$ cat config.mk
export PLATFORM = sky130hd
export DESIGN_NAME = imem_loader_flat
export DESIGN_NICKNAME = d
export VERILOG_FILES = /design/src/rtl/imem_loader_if.sv /design/src/rtl/imem_loader.sv /design/src/flat_wrapper.sv
export SDC_FILE = /design/constraint.sdc
export NUM_CORES = 1
export LEC_CHECK = 0
export CORE_ASPECT_RATIO = 0.75
export CORE_MARGIN = 3
export CORE_UTILIZATION = 30
export CTS_BUF_LIST = sky130_fd_sc_hd__clkbuf_4 sky130_fd_sc_hd__clkbuf_8
export CTS_CLUSTER_DIAMETER = 30
export DETAILED_ROUTE_END_ITERATION = 7
export HOLD_SLACK_MARGIN = 0.15
export PLACE_DENSITY = 0.53
export SLEW_MARGIN = 40
export SYNTH_ARGS = -nofsm -noshare
export SYNTH_HDL_FRONTEND = slang
export SYNTH_SLANG_ARGS = --single-unit
$ cat constraint.sdc
create_clock -name clk -period 3.25 [get_ports clk]
set_clock_uncertainty 0.15 [all_clocks]
set_input_delay 0.325 -clock clk [delete_from_list [all_inputs] [get_ports clk]]
set_output_delay 0.325 -clock clk [all_outputs]
set_load 0.02 [all_outputs]
$ cat src/rtl/imem_loader_if.sv
// imem_loader_if: byte-stream in / instruction-memory write out bundle.
//   master : stream producer and memory-side observer (drives start, word_count,
//            byte_in, byte_valid; sees byte_ready and the write/status outputs)
//   slave  : the loader itself
interface imem_loader_if;
  logic        start;
  logic [7:0]  word_count;
  logic [7:0]  byte_in;
  logic        byte_valid;
  logic        byte_ready;
  logic        wr_en;
  logic [31:0] wr_addr;
  logic [31:0] wr_data;
  logic        busy;
  logic        done;
  logic        cpu_hold;

  modport master (
    output start, word_count, byte_in, byte_valid,
    input  byte_ready, wr_en, wr_addr, wr_data, busy, done, cpu_hold
  );

  modport slave (
    input  start, word_count, byte_in, byte_valid,
    output byte_ready, wr_en, wr_addr, wr_data, busy, done, cpu_hold
  );
endinterface

$ cat src/rtl/imem_loader.sv
// imem_loader: packs a big-endian byte stream into 32-bit instruction words and
// writes them to instruction memory at incrementing (wrapping) word addresses,
// holding the core stalled while a load is in progress.
//   clk, rst_n : clock, synchronous active-low reset
//   bus        : start/word_count control, byte_in/byte_valid/byte_ready stream,
//                wr_en/wr_addr/wr_data memory write, busy/done/cpu_hold status
// All outputs are registers; they are loaded from the next-state decode so they
// line up with the state they describe.
module imem_loader #(
  parameter int ADDR_BITS  = 7,
  parameter int START_ADDR = 0
) (
  input  logic          clk,
  input  logic          rst_n,
  imem_loader_if.slave  bus
);

  typedef enum logic [1:0] {IDLE, LOAD, WRITE, DONE} state_e;

  // Counter wide enough to hold 2^ADDR_BITS and any 8-bit word_count.
  localparam int CW = (ADDR_BITS + 2 > 9) ? ADDR_BITS + 2 : 9;
  localparam logic [CW-1:0] MAX_WORDS = CW'(1) << ADDR_BITS;

  state_e                 state_q, state_d;
  logic [CW-1:0]          cnt_q, cnt_d;
  logic [CW-1:0]          word_q, word_d;
  logic [1:0]             byte_q, byte_d;
  logic [ADDR_BITS-1:0]   addr_q, addr_d;
  logic [31:0]            data_q, data_d;
  logic                   ready_q, ready_d;
  logic                   wr_en_q, wr_en_d;
  logic                   busy_q, busy_d;
  logic                   done_q, done_d;
  logic [CW-1:0]          wc_ext;

  always_comb begin
    state_d = state_q;
    cnt_d   = cnt_q;
    word_d  = word_q;
    byte_d  = byte_q;
    addr_d  = addr_q;
    data_d  = data_q;
    wc_ext  = CW'(bus.word_count);

    case (state_q)
      IDLE, DONE: begin
        if (bus.start) begin
          cnt_d   = (wc_ext > MAX_WORDS) ? MAX_WORDS : wc_ext;
          addr_d  = ADDR_BITS'(START_ADDR);
          byte_d  = 2'd0;
          word_d  = '0;
          state_d = (wc_ext == '0) ? DONE : LOAD;
        end
      end
      LOAD: begin
        if (bus.byte_valid && ready_q) begin
          case (byte_q)
            2'd0:    data_d[31:24] = bus.byte_in;
            2'd1:    data_d[23:16] = bus.byte_in;
            2'd2:    data_d[15:8]  = bus.byte_in;
            default: data_d[7:0]   = bus.byte_in;
          endcase
          byte_d = byte_q + 2'd1;  // wraps to 0 after the last byte
          if (byte_q == 2'd3) state_d = WRITE;
        end
      end
      WRITE: begin
        // Address rolls over naturally at ADDR_BITS.
        word_d  = word_q + CW'(1);
        addr_d  = addr_q + ADDR_BITS'(1);
        state_d = (word_q + CW'(1) == cnt_q) ? DONE : LOAD;
      end
      default: state_d = IDLE;
    endcase
  end

  always_comb begin
    ready_d = (state_d == LOAD);
    wr_en_d = (state_d == WRITE);
    busy_d  = (state_d == LOAD) || (state_d == WRITE);
    done_d  = (state_d == DONE);
  end

  always_ff @(posedge clk) begin
    if (!rst_n) begin
      state_q <= IDLE;
      cnt_q   <= '0;
      word_q  <= '0;
      byte_q  <= 2'd0;
      addr_q  <= '0;
      data_q  <= '0;
      ready_q <= 1'b0;
      wr_en_q <= 1'b0;
      busy_q  <= 1'b0;
      done_q  <= 1'b0;
    end else begin
      state_q <= state_d;
      cnt_q   <= cnt_d;
      word_q  <= word_d;
      byte_q  <= byte_d;
      addr_q  <= addr_d;
      data_q  <= data_d;
      ready_q <= ready_d;
      wr_en_q <= wr_en_d;
      busy_q  <= busy_d;
      done_q  <= done_d;
    end
  end

  assign bus.byte_ready = ready_q;
  assign bus.wr_en      = wr_en_q;
  assign bus.wr_addr    = {{(32-ADDR_BITS){1'b0}}, addr_q};
  assign bus.wr_data    = data_q;
  assign bus.busy       = busy_q;
  assign bus.done       = done_q;
  assign bus.cpu_hold   = busy_q;

endmodule

$ cat src/flat_wrapper.sv
// flat-port wrapper written by rule: the top's interface ports become plain ports
module imem_loader_flat 
#(
  parameter int ADDR_BITS  = 7,
  parameter int START_ADDR = 0
)
  (clk, rst_n, bus_start, bus_word_count, bus_byte_in, bus_byte_valid, bus_byte_ready, bus_wr_en, bus_wr_addr, bus_wr_data, bus_busy, bus_done, bus_cpu_hold);
  imem_loader_if bus_i ();
  input  logic clk;
  input  logic rst_n;
  input wire logic [$bits(bus_i.start)-1:0] bus_start;
  input wire logic [$bits(bus_i.word_count)-1:0] bus_word_count;
  input wire logic [$bits(bus_i.byte_in)-1:0] bus_byte_in;
  input wire logic [$bits(bus_i.byte_valid)-1:0] bus_byte_valid;
  output wire logic [$bits(bus_i.byte_ready)-1:0] bus_byte_ready;
  output wire logic [$bits(bus_i.wr_en)-1:0] bus_wr_en;
  output wire logic [$bits(bus_i.wr_addr)-1:0] bus_wr_addr;
  output wire logic [$bits(bus_i.wr_data)-1:0] bus_wr_data;
  output wire logic [$bits(bus_i.busy)-1:0] bus_busy;
  output wire logic [$bits(bus_i.done)-1:0] bus_done;
  output wire logic [$bits(bus_i.cpu_hold)-1:0] bus_cpu_hold;
  assign bus_i.start = bus_start;
  assign bus_i.word_count = bus_word_count;
  assign bus_i.byte_in = bus_byte_in;
  assign bus_i.byte_valid = bus_byte_valid;
  assign bus_byte_ready = bus_i.byte_ready;
  assign bus_wr_en = bus_i.wr_en;
  assign bus_wr_addr = bus_i.wr_addr;
  assign bus_wr_data = bus_i.wr_data;
  assign bus_busy = bus_i.busy;
  assign bus_done = bus_i.done;
  assign bus_cpu_hold = bus_i.cpu_hold;
  imem_loader #(.ADDR_BITS(ADDR_BITS), .START_ADDR(START_ADDR)) u_core (.clk(clk), .rst_n(rst_n), .bus(bus_i));
endmodule
==> run_results.csv <==
group,metric,value,unit
power,netSwitchingPower,0.799,mW
run,drv_cap,0,
power,total_power,2.37,mW
timing,fin_ws,0.660,ns
global_routing,first_global_vias,2510,
timing,drv_slew,0,
setup_path,cp-end-kind,"flop",
synthesis,avgSynthCellArea,8.34,um2
power,switching_share,33.7,%
setup_path,crit_arrival,2.68,ns
setup_path,startpoint_type,"flop",
synthesis,synth_warnings,0,
timing,setup_violations,0,
synthesis,synth_common_cells,"nand2_1, dfxtp_1, a21boi_0",
setup_path,crit_type,"flop to flop",
synthesis,syn-cell-area,3300,um2
clock_network,post_cts_buffers,0,
placed_design,dp_hpwl,6080,um
timing,max_freq,0.386,GHz
final_layout,final_cells,589,
routing,wl,8330,um
placed_design,place_ws,0.567,ns
placed_design,dpl.cell_count,573,
global_routing,grt.overflow.total,0,
power,p_comb_share,29.7,%
final_layout,multi_input_area,1740,um2
final_layout,stdcell_area,4120,um2
timing,slew_headroom,55.5,%
final_layout,fin_util,39.2,%
routing,firstDrtPassIters,4,
final_layout,num-fill-cells,1092,
global_routing,grt_max_degree,34,
final_layout,regArea,1280,um2
setup_path,reg2reg_to,"u_core.bus.byte_ready$_SDFF_PN0_",
routing,final_antenna_net_count,0,
synthesis,netlist_top_cells_area,"dfxtp_1, nand2_1, a21boi_0, buf_4, ha_1",
clock_network,h-tree-depth,3,
timing,finalSetupTns,0,ns
synthesis,synth_edf_count,0,
synthesis,yosys.area.top_type_share,38.8,%
routing,drc,0,
clock_network,worst_skew_pair.late_latency,0.35,ns
synthesis,yosys.area.top_type,"dfxtp_1",
min_path,holdCritPathClass,"flop to flop",
power,power.density,576,nW/um2
clock_network,max-clock-path-buffers,2,
routing,vias_per_cell,4.63,
clock_network,cts-root-buf,"clkbuf_8",
routing,wl_per_cell,14.1,um
setup_path,crit_start,"u_core.word_q[3]$_SDFFE_PN0P_",
final_layout,syn_to_final_growth,24.6,%
setup_path,reg2reg_slack,0.66,ns
timing,period_share,79.7,%
placed_design,portBuffers,63,
clock_network,clk_pin_slew,0.07,ns
power,ir_drop,0.000241,V
synthesis,seq_area_frac_synth,38.8,%
timing,whs,0.314,ns
min_path,hold_path_startpoint,"u_core.bus.wr_data[5]$_SDFFE_PN0P_",
synthesis,syn_inst,396,
timing,rsz0062_at_grt,"no",
synthesis,synth-async-reset-ratio,0,%
power,power_frac_seq,37.1,%
power,leakage,1.49,nW
placed_design,place_congestion,0.806,
setup_path,reg2reg_from,"u_core.word_q[3]$_SDFFE_PN0P_",
setup_path,r2r_cells,8,
synthesis,ys_ff_latch,64,
placed_design,dpl_cell_area,3890,um2
setup_path,worst-path-max-fanout,10,
final_layout,diodes,0,
floorplan,die_w,127,um
floorplan,core,10500,um2
timing,worstMarginPinSlew,0.661,ns
synthesis,yosysMostFrequentCell,"nand2_1",
floorplan,die_area,12300,um2
power,clock_power_share,33.2,%
routing,num_vias,2726,
global_routing,grt_usage,13.8,%
global_routing,grt_pass1_wl,13400,um
synthesis,ys.flop_type,"dfxtp_1",
global_routing,grt_antenna_before_repair,0,
status,status,"finished clean",
clock_network,holdBufCountCts,0,
power,cell_internal_pwr,1.57,mW
setup_path,critPathRequiredTime,3.34,ns
clock_network,cts_tree,"yes",
synthesis,synth.distinct_cells,46,
routing,drtIter0Drc,222,
final_layout,drive_above_1_share,5.96,%
timing,period_minus_slack,2.59,ns
clock_network,numCtsBuffers,9,
setup_path,worstSetupEndpoint,"u_core.bus.byte_ready$_SDFF_PN0_",
floorplan,io_pins,89,
clock_network,cts_repair_resize_count,0,
final_layout,layout.nets,479,
timing,hold_violations,0,
floorplan,initial_utilization,31.5,%
floorplan,rows,32,
floorplan,die_h,96.9,um
clock_network,clock_sinks,64,
-- metal layers --
| metal | global-route usage [%] | part of all wire [%] | up-vias |
|---|---|---|---|
| met5 | 0 | 0 | - |
| met4 | 3.30 | 1.0 | 0 |
| met3 | 4.69 | 6.3 | 6 |
| met2 | 20.0 | 42 | 75 |
| met1 | 19.6 | 50 | 1258 |
| li1 | - | - | 1387 |
-- worst max-delay path, cell delays in order, from the launching register on --
cell	delay (ns)
dfxtp_1	0.55
nand4_4	0.17
or3_4	0.43
xnor2_2	0.15
nor4_1	0.30
a31oi_1	0.16
or2_1	0.25
ha_1	0.19
and2_1	0.14
-- placed cells by master (no fill, tap or decap), types with 3 or more instances in the layout --
cell	instances
xnor2_1	3
o21ai_0	9
ha_1	11
clkdlybuf4s50_1	63
a21oi_1	10
nand4_1	3
nor4_1	4
a31oi_1	4
nand2_1	86
and2_1	11
nor3b_1	9
nor3_1	7
nor2b_1	19
nor2_1	11
inv_1	8
xor2_1	10
buf_4	4
dfxtp_1	64
a32oi_1	3
nand3_1	11
a22oi_1	5
conb_1	25
a21boi_0	35
clkbuf_8	11
-- cell type report --
type,count,share of cell area [%]
multi-input cells,298,42.4
clock buffers,11,3.68
flip-flops and latches,64,31.1
inverters,8,0.729
repair buffers,67,16.0
clock inverters,5,1.91
well taps,136,4.13
-- worst min-delay path by stage --
stage               cells after the start  slack [ns]                             endpoint
floorplan                               2        0.31         u_core.cnt_q[7]$_SDFFE_PN0P_
global placement                        2        0.30  u_core.bus.wr_data[20]$_SDFFE_PN0P_
detailed placement                      2        0.31  u_core.bus.wr_data[16]$_SDFFE_PN0P_
CTS                                     2        0.32  u_core.bus.wr_data[16]$_SDFFE_PN0P_
global route                            2        0.33  u_core.bus.wr_data[16]$_SDFFE_PN0P_
finish                                  2        0.31   u_core.bus.wr_data[5]$_SDFFE_PN0P_
-- logic make-up (layout without fill, tap and decap cells) --
logic type | after synthesis | in the layout | synth area share, %
AND/OR/NAND/NOR | 170 | 170 | 25.3
multiplexers | 1 | 1 | 0.303
AO/OA/AOI/OAI | 77 | 77 | 16.3
flip-flops | 64 | 64 | 38.8
XOR/XNOR | 14 | 14 | 3.94
other | 1 | 25 | 0.113
adder cells (fa/ha/maj) | 11 | 11 | 4.17
buffers and inverters | 58 | 91 | 11.2
-- power by group through the flow --
| stage | registers, mW | clock network [mW] | logic [mW] |
|---|---|---|---|
| detailed placement | 0.897 | 0 | 0.711 |
| finish | 0.879 | 0.787 | 0.705 |
| floorplan | 0.919 | 0 | 0.479 |
| global placement | 0.896 | 0 | 0.704 |
| CTS | 0.880 | 0.816 | 0.712 |
| global route | 0.885 | 0.857 | 0.798 |
-- flip-flops by register name (all words and copies together), names as in the netlist, 2 cells and up --
| name | cells |
|---|---|
| u_core.bus.wr_data | 32 |
| u_core.word_q | 9 |
| u_core.cnt_q | 8 |
| u_core.addr_q | 7 |
| u_core.byte_q | 2 |
| u_core.state_q | 2 |
Power figures use the tool's default switching activity.
